File: config.mk
export PLATFORM = sky130hd
export DESIGN_NAME = uart_tx_arbiter_flat
export DESIGN_NICKNAME = d
export VERILOG_FILES = /design/src/rtl/uart_tx_arbiter_if.sv /design/src/rtl/uart_tx_arbiter.sv /design/src/flat_wrapper.sv
export SDC_FILE = /design/constraint.sdc
export NUM_CORES = 1
export LEC_CHECK = 0
export CAP_MARGIN = 10
export CORE_AREA = 3 3 86 96
export DETAILED_ROUTE_END_ITERATION = 10
export DIE_AREA = 0 0 89 99
export PLACE_DENSITY = 0.63
export SLEW_MARGIN = 25
export SYNTH_ARGS = -nofsm -noshare
export SYNTH_HDL_FRONTEND = slang
export SYNTH_SLANG_ARGS = --single-unit
File: constraint.sdc
create_clock -name CLK -period 4.85 [get_ports CLK]
set_input_delay 0.485 -clock CLK [delete_from_list [all_inputs] [get_ports CLK]]
set_output_delay 0.485 -clock CLK [all_outputs]
set_load 0.02 [all_outputs]
File: src/rtl/uart_tx_arbiter_if.sv
// rtl/uart_tx_arbiter_if.sv - requester and transmitter signal bundle for uart_tx_arbiter
interface uart_tx_arbiter_if #(
   parameter int P_NUM = 4
);
   logic [P_NUM-1:0]   REQ;
   logic [8*P_NUM-1:0] DATA_IN;
   logic [P_NUM-1:0]   ACK;
   logic [2:0]         GRANT;
   logic               ARB_BUSY;
   logic               ERR;
   logic               TX_START;
   logic [7:0]         TX_DATA;
   logic               TX_BUSY;

   modport master (
      input  REQ, DATA_IN, TX_BUSY,
      output ACK, GRANT, ARB_BUSY, ERR, TX_START, TX_DATA
   );

   modport slave (
      output REQ, DATA_IN, TX_BUSY,
      input  ACK, GRANT, ARB_BUSY, ERR, TX_START, TX_DATA
   );
endinterface

File: src/rtl/uart_tx_arbiter.sv
// rtl/uart_tx_arbiter.sv - round-robin arbiter sharing one UART transmitter among P_NUM byte requesters
module uart_tx_arbiter #(
   parameter int P_NUM     = 4,
   parameter int P_TIMEOUT = 1024,
   parameter int P_GAP     = 2
) (
   input logic               CLK,
   input logic               RESET,
   uart_tx_arbiter_if.master bus
);
   localparam int CNT_MAX = (P_TIMEOUT > P_GAP) ? P_TIMEOUT : P_GAP;
   localparam int CW      = $clog2(CNT_MAX + 1);
   localparam logic [2:0]    LAST_RST = 3'(P_NUM - 1);
   localparam logic [CW-1:0] TO_LAST  = CW'(P_TIMEOUT - 1);
   localparam logic [CW-1:0] GAP_LAST = CW'((P_GAP > 0) ? P_GAP - 1 : 0);

   typedef enum logic [2:0] {
      S_IDLE,
      S_START,
      S_WAIT_BUSY,
      S_WAIT_DONE,
      S_GAP
   } state_t;

   state_t           state_q, state_d;
   logic [CW-1:0]    cnt_q, cnt_d;
   logic [2:0]       last_q, last_d;
   logic [2:0]       grant_q, grant_d;
   logic [P_NUM-1:0] ack_q, ack_d;
   logic             tx_start_q, tx_start_d;
   logic             err_q, err_d;
   logic             arb_busy_q, arb_busy_d;
   logic [7:0]       tx_data_q, tx_data_d;

   logic             found;
   logic [2:0]       sel;
   logic [P_NUM-1:0] sel_oh;
   logic [7:0]       sel_data;

   // Two passes: first requester above the pointer, otherwise wrap to the lowest one.
   always_comb begin : pick
      found    = 1'b0;
      sel      = '0;
      sel_oh   = '0;
      sel_data = '0;
      for (int i = 0; i < P_NUM; i++) begin
         if (!found && bus.REQ[i] && (i > int'(last_q))) begin
            found     = 1'b1;
            sel       = 3'(i);
            sel_oh[i] = 1'b1;
            sel_data  = bus.DATA_IN[8*i +: 8];
         end
      end
      for (int i = 0; i < P_NUM; i++) begin
         if (!found && bus.REQ[i]) begin
            found     = 1'b1;
            sel       = 3'(i);
            sel_oh[i] = 1'b1;
            sel_data  = bus.DATA_IN[8*i +: 8];
         end
      end
   end

   always_comb begin : fsm
      state_d    = state_q;
      cnt_d      = cnt_q;
      last_d     = last_q;
      grant_d    = grant_q;
      tx_data_d  = tx_data_q;
      ack_d      = '0;
      tx_start_d = 1'b0;
      err_d      = 1'b0;
      unique case (state_q)
         S_IDLE: begin
            if (!bus.TX_BUSY && found) begin
               tx_data_d  = sel_data;
               grant_d    = sel;
               last_d     = sel;
               ack_d      = sel_oh;
               tx_start_d = 1'b1;
               state_d    = S_START;
            end
         end
         S_START: begin
            cnt_d   = '0;
            state_d = S_WAIT_BUSY;
         end
         S_WAIT_BUSY: begin
            if (bus.TX_BUSY) begin
               state_d = S_WAIT_DONE;
            end else if (cnt_q == TO_LAST) begin
               err_d   = 1'b1;
               state_d = S_IDLE;
            end else begin
               cnt_d = cnt_q + CW'(1);
            end
         end
         S_WAIT_DONE: begin
            if (!bus.TX_BUSY) begin
               cnt_d   = '0;
               state_d = (P_GAP == 0) ? S_IDLE : S_GAP;
            end
         end
         S_GAP: begin
            if (cnt_q == GAP_LAST) begin
               state_d = S_IDLE;
            end else begin
               cnt_d = cnt_q + CW'(1);
            end
         end
         default: state_d = S_IDLE;
      endcase
      arb_busy_d = (state_d != S_IDLE);
   end

   always_ff @(posedge CLK or negedge RESET) begin
      if (!RESET) begin
         state_q    <= S_IDLE;
         cnt_q      <= '0;
         last_q     <= LAST_RST;
         grant_q    <= '0;
         ack_q      <= '0;
         tx_start_q <= 1'b0;
         err_q      <= 1'b0;
         arb_busy_q <= 1'b0;
         tx_data_q  <= 8'h00;
      end else begin
         state_q    <= state_d;
         cnt_q      <= cnt_d;
         last_q     <= last_d;
         grant_q    <= grant_d;
         ack_q      <= ack_d;
         tx_start_q <= tx_start_d;
         err_q      <= err_d;
         arb_busy_q <= arb_busy_d;
         tx_data_q  <= tx_data_d;
      end
   end

   assign bus.ACK      = ack_q;
   assign bus.GRANT    = grant_q;
   assign bus.ARB_BUSY = arb_busy_q;
   assign bus.ERR      = err_q;
   assign bus.TX_START = tx_start_q;
   assign bus.TX_DATA  = tx_data_q;
endmodule
File: src/flat_wrapper.sv
// flat-port wrapper written by rule: the top's interface ports become plain ports
module uart_tx_arbiter_flat 
#(
   parameter int P_NUM     = 4,
   parameter int P_TIMEOUT = 1024,
   parameter int P_GAP     = 2
)
  (CLK, RESET, bus_REQ, bus_DATA_IN, bus_TX_BUSY, bus_ACK, bus_GRANT, bus_ARB_BUSY, bus_ERR, bus_TX_START, bus_TX_DATA);
  uart_tx_arbiter_if #(.P_NUM(P_NUM)) bus_i ();
  input logic CLK;
  input logic RESET;
  input wire logic [$bits(bus_i.REQ)-1:0] bus_REQ;
  input wire logic [$bits(bus_i.DATA_IN)-1:0] bus_DATA_IN;
  input wire logic [$bits(bus_i.TX_BUSY)-1:0] bus_TX_BUSY;
  output wire logic [$bits(bus_i.ACK)-1:0] bus_ACK;
  output wire logic [$bits(bus_i.GRANT)-1:0] bus_GRANT;
  output wire logic [$bits(bus_i.ARB_BUSY)-1:0] bus_ARB_BUSY;
  output wire logic [$bits(bus_i.ERR)-1:0] bus_ERR;
  output wire logic [$bits(bus_i.TX_START)-1:0] bus_TX_START;
  output wire logic [$bits(bus_i.TX_DATA)-1:0] bus_TX_DATA;
  assign bus_i.REQ = bus_REQ;
  assign bus_i.DATA_IN = bus_DATA_IN;
  assign bus_i.TX_BUSY = bus_TX_BUSY;
  assign bus_ACK = bus_i.ACK;
  assign bus_GRANT = bus_i.GRANT;
  assign bus_ARB_BUSY = bus_i.ARB_BUSY;
  assign bus_ERR = bus_i.ERR;
  assign bus_TX_START = bus_i.TX_START;
  assign bus_TX_DATA = bus_i.TX_DATA;
  uart_tx_arbiter #(.P_NUM(P_NUM), .P_TIMEOUT(P_TIMEOUT), .P_GAP(P_GAP)) u_core (.CLK(CLK), .RESET(RESET), .bus(bus_i));
endmodule
==> results.toml, run 1 <==
[logic_synthesis]
yosysSeqAreaShare_pct = 38.2
yosys-top-cells-area = "dfrtp_1, a21oi_1, o21ai_0, and3b_1, a221oi_1"
yosys.area.top_type = "dfrtp_1"
syn_inst = 246
ys_warn_count = 0
synth_edf_count = 0
ys_ff_latch = 33
postSynthAreaPerCell_um2 = 8.80
netlist_area_um2 = 2170
synth_top_area_share_pct = 35.8
synth_nets = 287
synth-async-reset-ratio_pct = 100
yosysUniqueCellTypes = 54
synth_ff_type = "dfrtp_1"

[floorplanning]
rows = 33
die_h_um = 99
pin_count = 57
initial_core_util_pct = 29.3
die_area_um2 = 8810
die_w_um = 89
core_um2 = 7390

[sta]
setup_ws_ps = 1880
tightest_slew_ps = 791
slew_violations = 0
finalSetupViolations = 0
finalSetupTns_ps = 0
min_period_ps = 2970
skew_ps = 6.73
rsz0062_at_grt = "false"
hold_violations = 0
post-route-period-util_pct = 61.3
maxSlewHeadroom_pct = 47.2
fmax_mhz = 336

[hold_path]
min_path_cells = 1
hold_path_end = "u_core.bus.GRANT[1]"
hold_start = "u_core.bus.GRANT[1]"
worstHoldPathType = "reg2reg"

[placement]
routabilityCongestion = 0.824
place_ws_ps = 1590
dp_hpwl_um = 4480
placed_area_um2 = 2760
portBuffers = 55

[clock_tree]
cts-resized-gates = 0
clockRootBuffer = "clkbuf_8"
clk_latency_ps = 290
postCtsHoldBufs = 0
clockBufferDepth = 2
postCtsSetupRepairBufs = 0
numCtsBuffers = 5
clkSinkCount = 33
cts_htree_levels = 2
clk_pin_slew_ps = 70
cts_tree = "yes"

[global_route]
grt_pass1_vias = 2154
grt_max_degree = 34
antenna_found_initial = 0
overflow = 0
grt_use_total_pct = 15.3
grt_pass1_wl_um = 10600

[critical_path]
worstPathCellList = "clkdlybuf4s50_1 -> nor4_1 -> or4_1 -> nor2_2 -> o21ai_0 -> o211ai_1"
r2r_cells = 5
cp.required_ps = 5060
reg2reg_slack_ps = 2370
crit_type = "in2reg"
path_max_fanout = 16
cp_slowest_cell = "clkdlybuf4s50_1"
timing.rr.start = "u_core.state_q[1]"
arrival_ps = 3180
reg2reg_to = "u_core.bus.TX_DATA[7]"
critPathLaunchType = "primary input"
end_kind = "register"
slowest_delay_ps = 810

[detailed_routing]
avgRoutedWirePerCell_um = 16.6
num_vias = 2124
dr.pass1.iters = 4
vias_per_cell = 5.57
drcViolationCount = 0
ant_nets = 0
dr.first_iter.drc_count = 102
wl_um = 6340

[finish]
num_antenna_cells = 0
nets = 334
drive_gt1_share_pct = 5.78
final_area_um2 = 2850
fillers = 764
area_growth_pct = 31.4

[run_status]
outcome = "complete, no violations"

[power]
leakage_nw = 1.12
power.density_nw_per_um2 = 451
total_power_mw = 1.28
vdd_drop_max_mv = 0.169

[job]
maxCapViolations = 0
==> worst max path at each step <==
| stage | start | endpoint | slack, ps | depth (start not counted) |
|---|---|---|---|---|
| 6_report | bus_REQ[2] | u_core.bus.TX_DATA[7] | 1880 | 6 |
| 5_1_grt | bus_REQ[2] | u_core.bus.TX_DATA[5] | 1680 | 6 |
| 3_5_place_dp | bus_REQ[2] | u_core.bus.TX_DATA[2] | 1590 | 6 |
| 2_1_floorplan | u_core.state_q[1] | u_core.cnt_q[7] | 2960 | 6 |
| 3_3_place_gp | bus_REQ[2] | u_core.bus.TX_DATA[1] | 1730 | 6 |
| 4_1_cts | bus_REQ[2] | u_core.bus.TX_DATA[2] | 1890 | 6 |
==> layout by cell type (no fill, tap or decap), types with 5 or more instances in the layout <==
cell / synthesis / layout
o31ai_1: 7 / 7
and3b_1: 9 / 9
nand3_1: 7 / 7
nor2_1: 14 / 14
o2111ai_1: 7 / 7
a21oi_1: 20 / 20
and3_1: 8 / 8
o211ai_1: 9 / 9
inv_1: 8 / 8
o21ai_0: 18 / 17
nand2_1: 12 / 12
clkdlybuf4s50_1: 0 / 55
clkbuf_8: 0 / 6
a221oi_1: 8 / 8
nand2b_1: 5 / 5
a31oi_1: 11 / 11
dfrtp_1: 31 / 31
or4_1: 9 / 9
==> area by class of cell <==
cell class / count / area, um^2 / area share (%)
Tap cell: 87 / 109 / 3.83
Sequential cell: 33 / 828 / 29.1
Clock buffer: 8 / 90.1 / 3.17
Timing Repair Buffer: 57 / 566 / 19.9
Multi-Input combinational cell: 187 / 1220 / 42.8
Inverter: 9 / 33.8 / 1.19
==> report_power, final <==
part | leakage [nW] | switching [mW] | internal, mW
Clock | 0.0455 | 0.103 | 0.116
Sequential | 0.426 | 0.103 | 0.358
Combinational | 0.648 | 0.330 | 0.273
==> per-layer routing <==
metal  GRT usage [%]  share of wire [%]  vias to the layer above
met5               0                  0                        -
met4            6.41                1.6                        0
met3            2.68                3.7                       10
met2            25.2                 51                       55
met1            19.5                 44                     1009
li1                -                  -                     1050
==> synthesized netlist by cell type, types with 5 or more instances <==
library cell,count
o2111ai_1,7
o31ai_1,7
clkbuf_1,10
a21oi_1,20
and3_1,8
inv_1,8
dfrtp_1,31
nand2_1,12
a221oi_1,8
a31oi_1,11
o21ai_0,18
and3b_1,9
o211ai_1,9
nand2b_1,5
nor2_1,14
nand3_1,7
or4_1,9
==> through the flow <==
| step | util (%) | hold WS (ps) | cells |
|---|---|---|---|
| 2_1_floorplan | - | 189 | 246 |
| 3_3_place_gp | 37.3 | 485 | 373 |
| 3_5_place_dp | 37.3 | 492 | 373 |
| 4_1_cts | 38.5 | 508 | 381 |
| 5_1_grt | 38.5 | 521 | 381 |
| 6_report | 38.5 | 497 | 381 |
==> critical path: cells and delay by family <==
family                 cells  cell delay (ps)
and+or+nand+nor            3             1480
buffers and inverters      1              810
AOI/OAI and AO/OA          2              400
==> kinds of logic (layout without fill, tap and decap cells) <==
kind of cell	count (synthesis)	count (layout)	synth area share, %
fa+ha+maj	2	2	1.16
compound gates	94	94	29.3
other cells	1	1	0.173
simple gates	87	87	24.3
mux	2	2	0.982
xor+xnor	1	1	0.404
flops	33	33	38.2
buf+inv	26	74	5.49
==> sequential cells by signal (all words and copies together) (netlist names) <==
signal               cells
u_core.state_q           3
u_core.last_q            2
u_core.bus.ACK           4
u_core.bus.TX_START      1
u_core.bus.GRANT         2
u_core.bus.ARB_BUSY      1
u_core.bus.ERR           1
u_core.bus.TX_DATA       8
u_core.cnt_q            11
No activity file was read; power rests on OpenSTA's default activity.
==> run 2: changes to the inputs <==
PLACE_DENSITY = 0.65   (was 0.63)
clock period = 2.55 ns   (was 4.85 ns; I/O delays follow)
==> run 2 against run 1 <==
Compared with the run above:
- cell count up 3.1%
- die area is the same
- sequential power grew 90%
- critical endpoint is now u_core.cnt_q[0]
- via count rose by 3.5%
- clock-buffer cell count down 1
- worst hold slack lost 110 ps
- critical path type is now reg2reg
==> results.toml, run 2 (synthesis gave the netlist of run 1 again) <==
[run_status]
outcome = "complete, no violations"

[clock_tree]
numCtsBuffers = 5
clockBufferDepth = 2
postCtsSetupRepairBufs = 0
cts_tree = "yes"
clockRootBuffer = "clkbuf_8"
clkSinkCount = 33
clk_pin_slew_ps = 70
cts_htree_levels = 2
postCtsHoldBufs = 0
cts-resized-gates = 0
clk_latency_ps = 280

[global_route]
grt_pass1_wl_um = 10900
grt_max_degree = 34
overflow = 0
antenna_found_initial = 0
grt_use_total_pct = 15.5
grt_pass1_vias = 2215

[sta]
fmax_mhz = 431
rsz0062_at_grt = "false"
tightest_slew_ps = 683
finalSetupTns_ps = 0
slew_violations = 0
min_period_ps = 2320
post-route-period-util_pct = 91.1
skew_ps = 5.09
hold_violations = 0
finalSetupViolations = 0
maxSlewHeadroom_pct = 54.3

[finish]
fillers = 750
final_cell_mix = "clkdlybuf4s50_1, dfrtp_1, a21oi_1"
nets = 346
num_antenna_cells = 0
largest_reg_flops = 11
instances_no_fill = 393
multi_input_area_um2 = 1220
drive_gt1_share_pct = 9.80
top_register = "u_core.cnt_q"
final_common_cell = "clkdlybuf4s50_1"
seqCellArea_um2 = 828
area_growth_pct = 36.7

[critical_path]
timing.rr.start = "u_core.cnt_q[1]"
r2r_cells = 6
cp.required_ps = 2720
path_max_fanout = 18
end_kind = "register"
crit_type = "reg2reg"
reg2reg_slack_ps = 230
critPathLaunchType = "register"
crit_start = "u_core.cnt_q[1]"
arrival_ps = 2490
worstPathCellList = "inv_1 -> ha_1 -> nor4b_1 -> a31oi_4 -> o21ai_2 -> mux2_2"
slowest_delay_ps = 590
cp_slowest_cell = "o21ai_2"
reg2reg_to = "u_core.cnt_q[0]"

[power]
vdd_drop_max_mv = 0.276
total_power_mw = 2.59
leakage_nw = 1.19
power.density_nw_per_um2 = 873

[detailed_routing]
wl_um = 6330
dr.pass1.iters = 4
avgRoutedWirePerCell_um = 16.1
vias_per_cell = 5.59
ant_nets = 0
dr.first_iter.drc_count = 74
drcViolationCount = 0
num_vias = 2198

[placement]
dp_hpwl_um = 4560
post-place-cells = 385
portBuffers = 55
routabilityCongestion = 0.863

[floorplanning]
pin_count = 57
die_h_um = 99
rows = 33
initial_core_util_pct = 29.3
die_area_um2 = 8810
core_um2 = 7390
die_w_um = 89

[hold_path]
worstHoldPathType = "in2async"

[job]
maxCapViolations = 0
==> run 2: cell count changes in the layout (fill, tap and decap cells not counted), sizes merged <==
cell / delta
bufinv: +1
buf: +12
clkbuf: -1
==> run 2: through the flow <==
step | utilization, % | area (um^2) | setup slack (ps) | hold slack, ps
after floorplan | - | 2170 | 655 | -40.6
after global placement | 38.5 | 2850 | 224 | 496
after detailed placement | 38.5 | 2850 | 182 | 496
after CTS | 40.1 | 2960 | 228 | 396
after global routing | 40.1 | 2960 | 12.5 | 421
final | 40.1 | 2960 | 228 | 383
==> run 2: where the power goes <==
part           internal, mW  switching, mW  total (mW)
clock                 0.319          0.200       0.519
combinational         0.555          0.632        1.19
sequential            0.681          0.197       0.878
total                  1.56           1.03        2.59
==> run 2: area by class of cell <==
type | count | area share (%)
multi-input combinational | 187 | 41.1
sequential | 33 | 28.0
timing repair buffer | 69 | 22.1
tap | 87 | 3.68
clock buffer | 7 | 2.92
inverter | 9 | 1.14
clock inverter | 1 | 1.01
==> run 2: worst max path at each step <==
stage                            to  cells past startpoint  slack, ps
CTS                 u_core.cnt_q[0]                      6        230
finish              u_core.cnt_q[0]                      6        230
detailed placement  u_core.cnt_q[7]                      6        180
floorplan           u_core.cnt_q[7]                      6        660
global placement    u_core.cnt_q[7]                      6        220
global route        u_core.cnt_q[0]                      6         10
==> run 2: critical path, delay by kind of cell, from the launching register on <==
family	cells	cell delay (ps)
flip-flops	1	410
buffers and inverters	1	70
multiplexers	1	400
adder cells (fa/ha/maj)	1	140
AND/OR/NAND/NOR	1	430
AO/OA/AOI/OAI	2	760
==> run 2: layer usage <==
layer  global-route usage [%]  vias up  share of wire, %
met2                     25.6       96                50
met5                        0        -                 0
li1                         -     1064                 -
met1                     20.6     1026                42
met3                     2.93       12               6.9
met4                     4.47        0               1.5
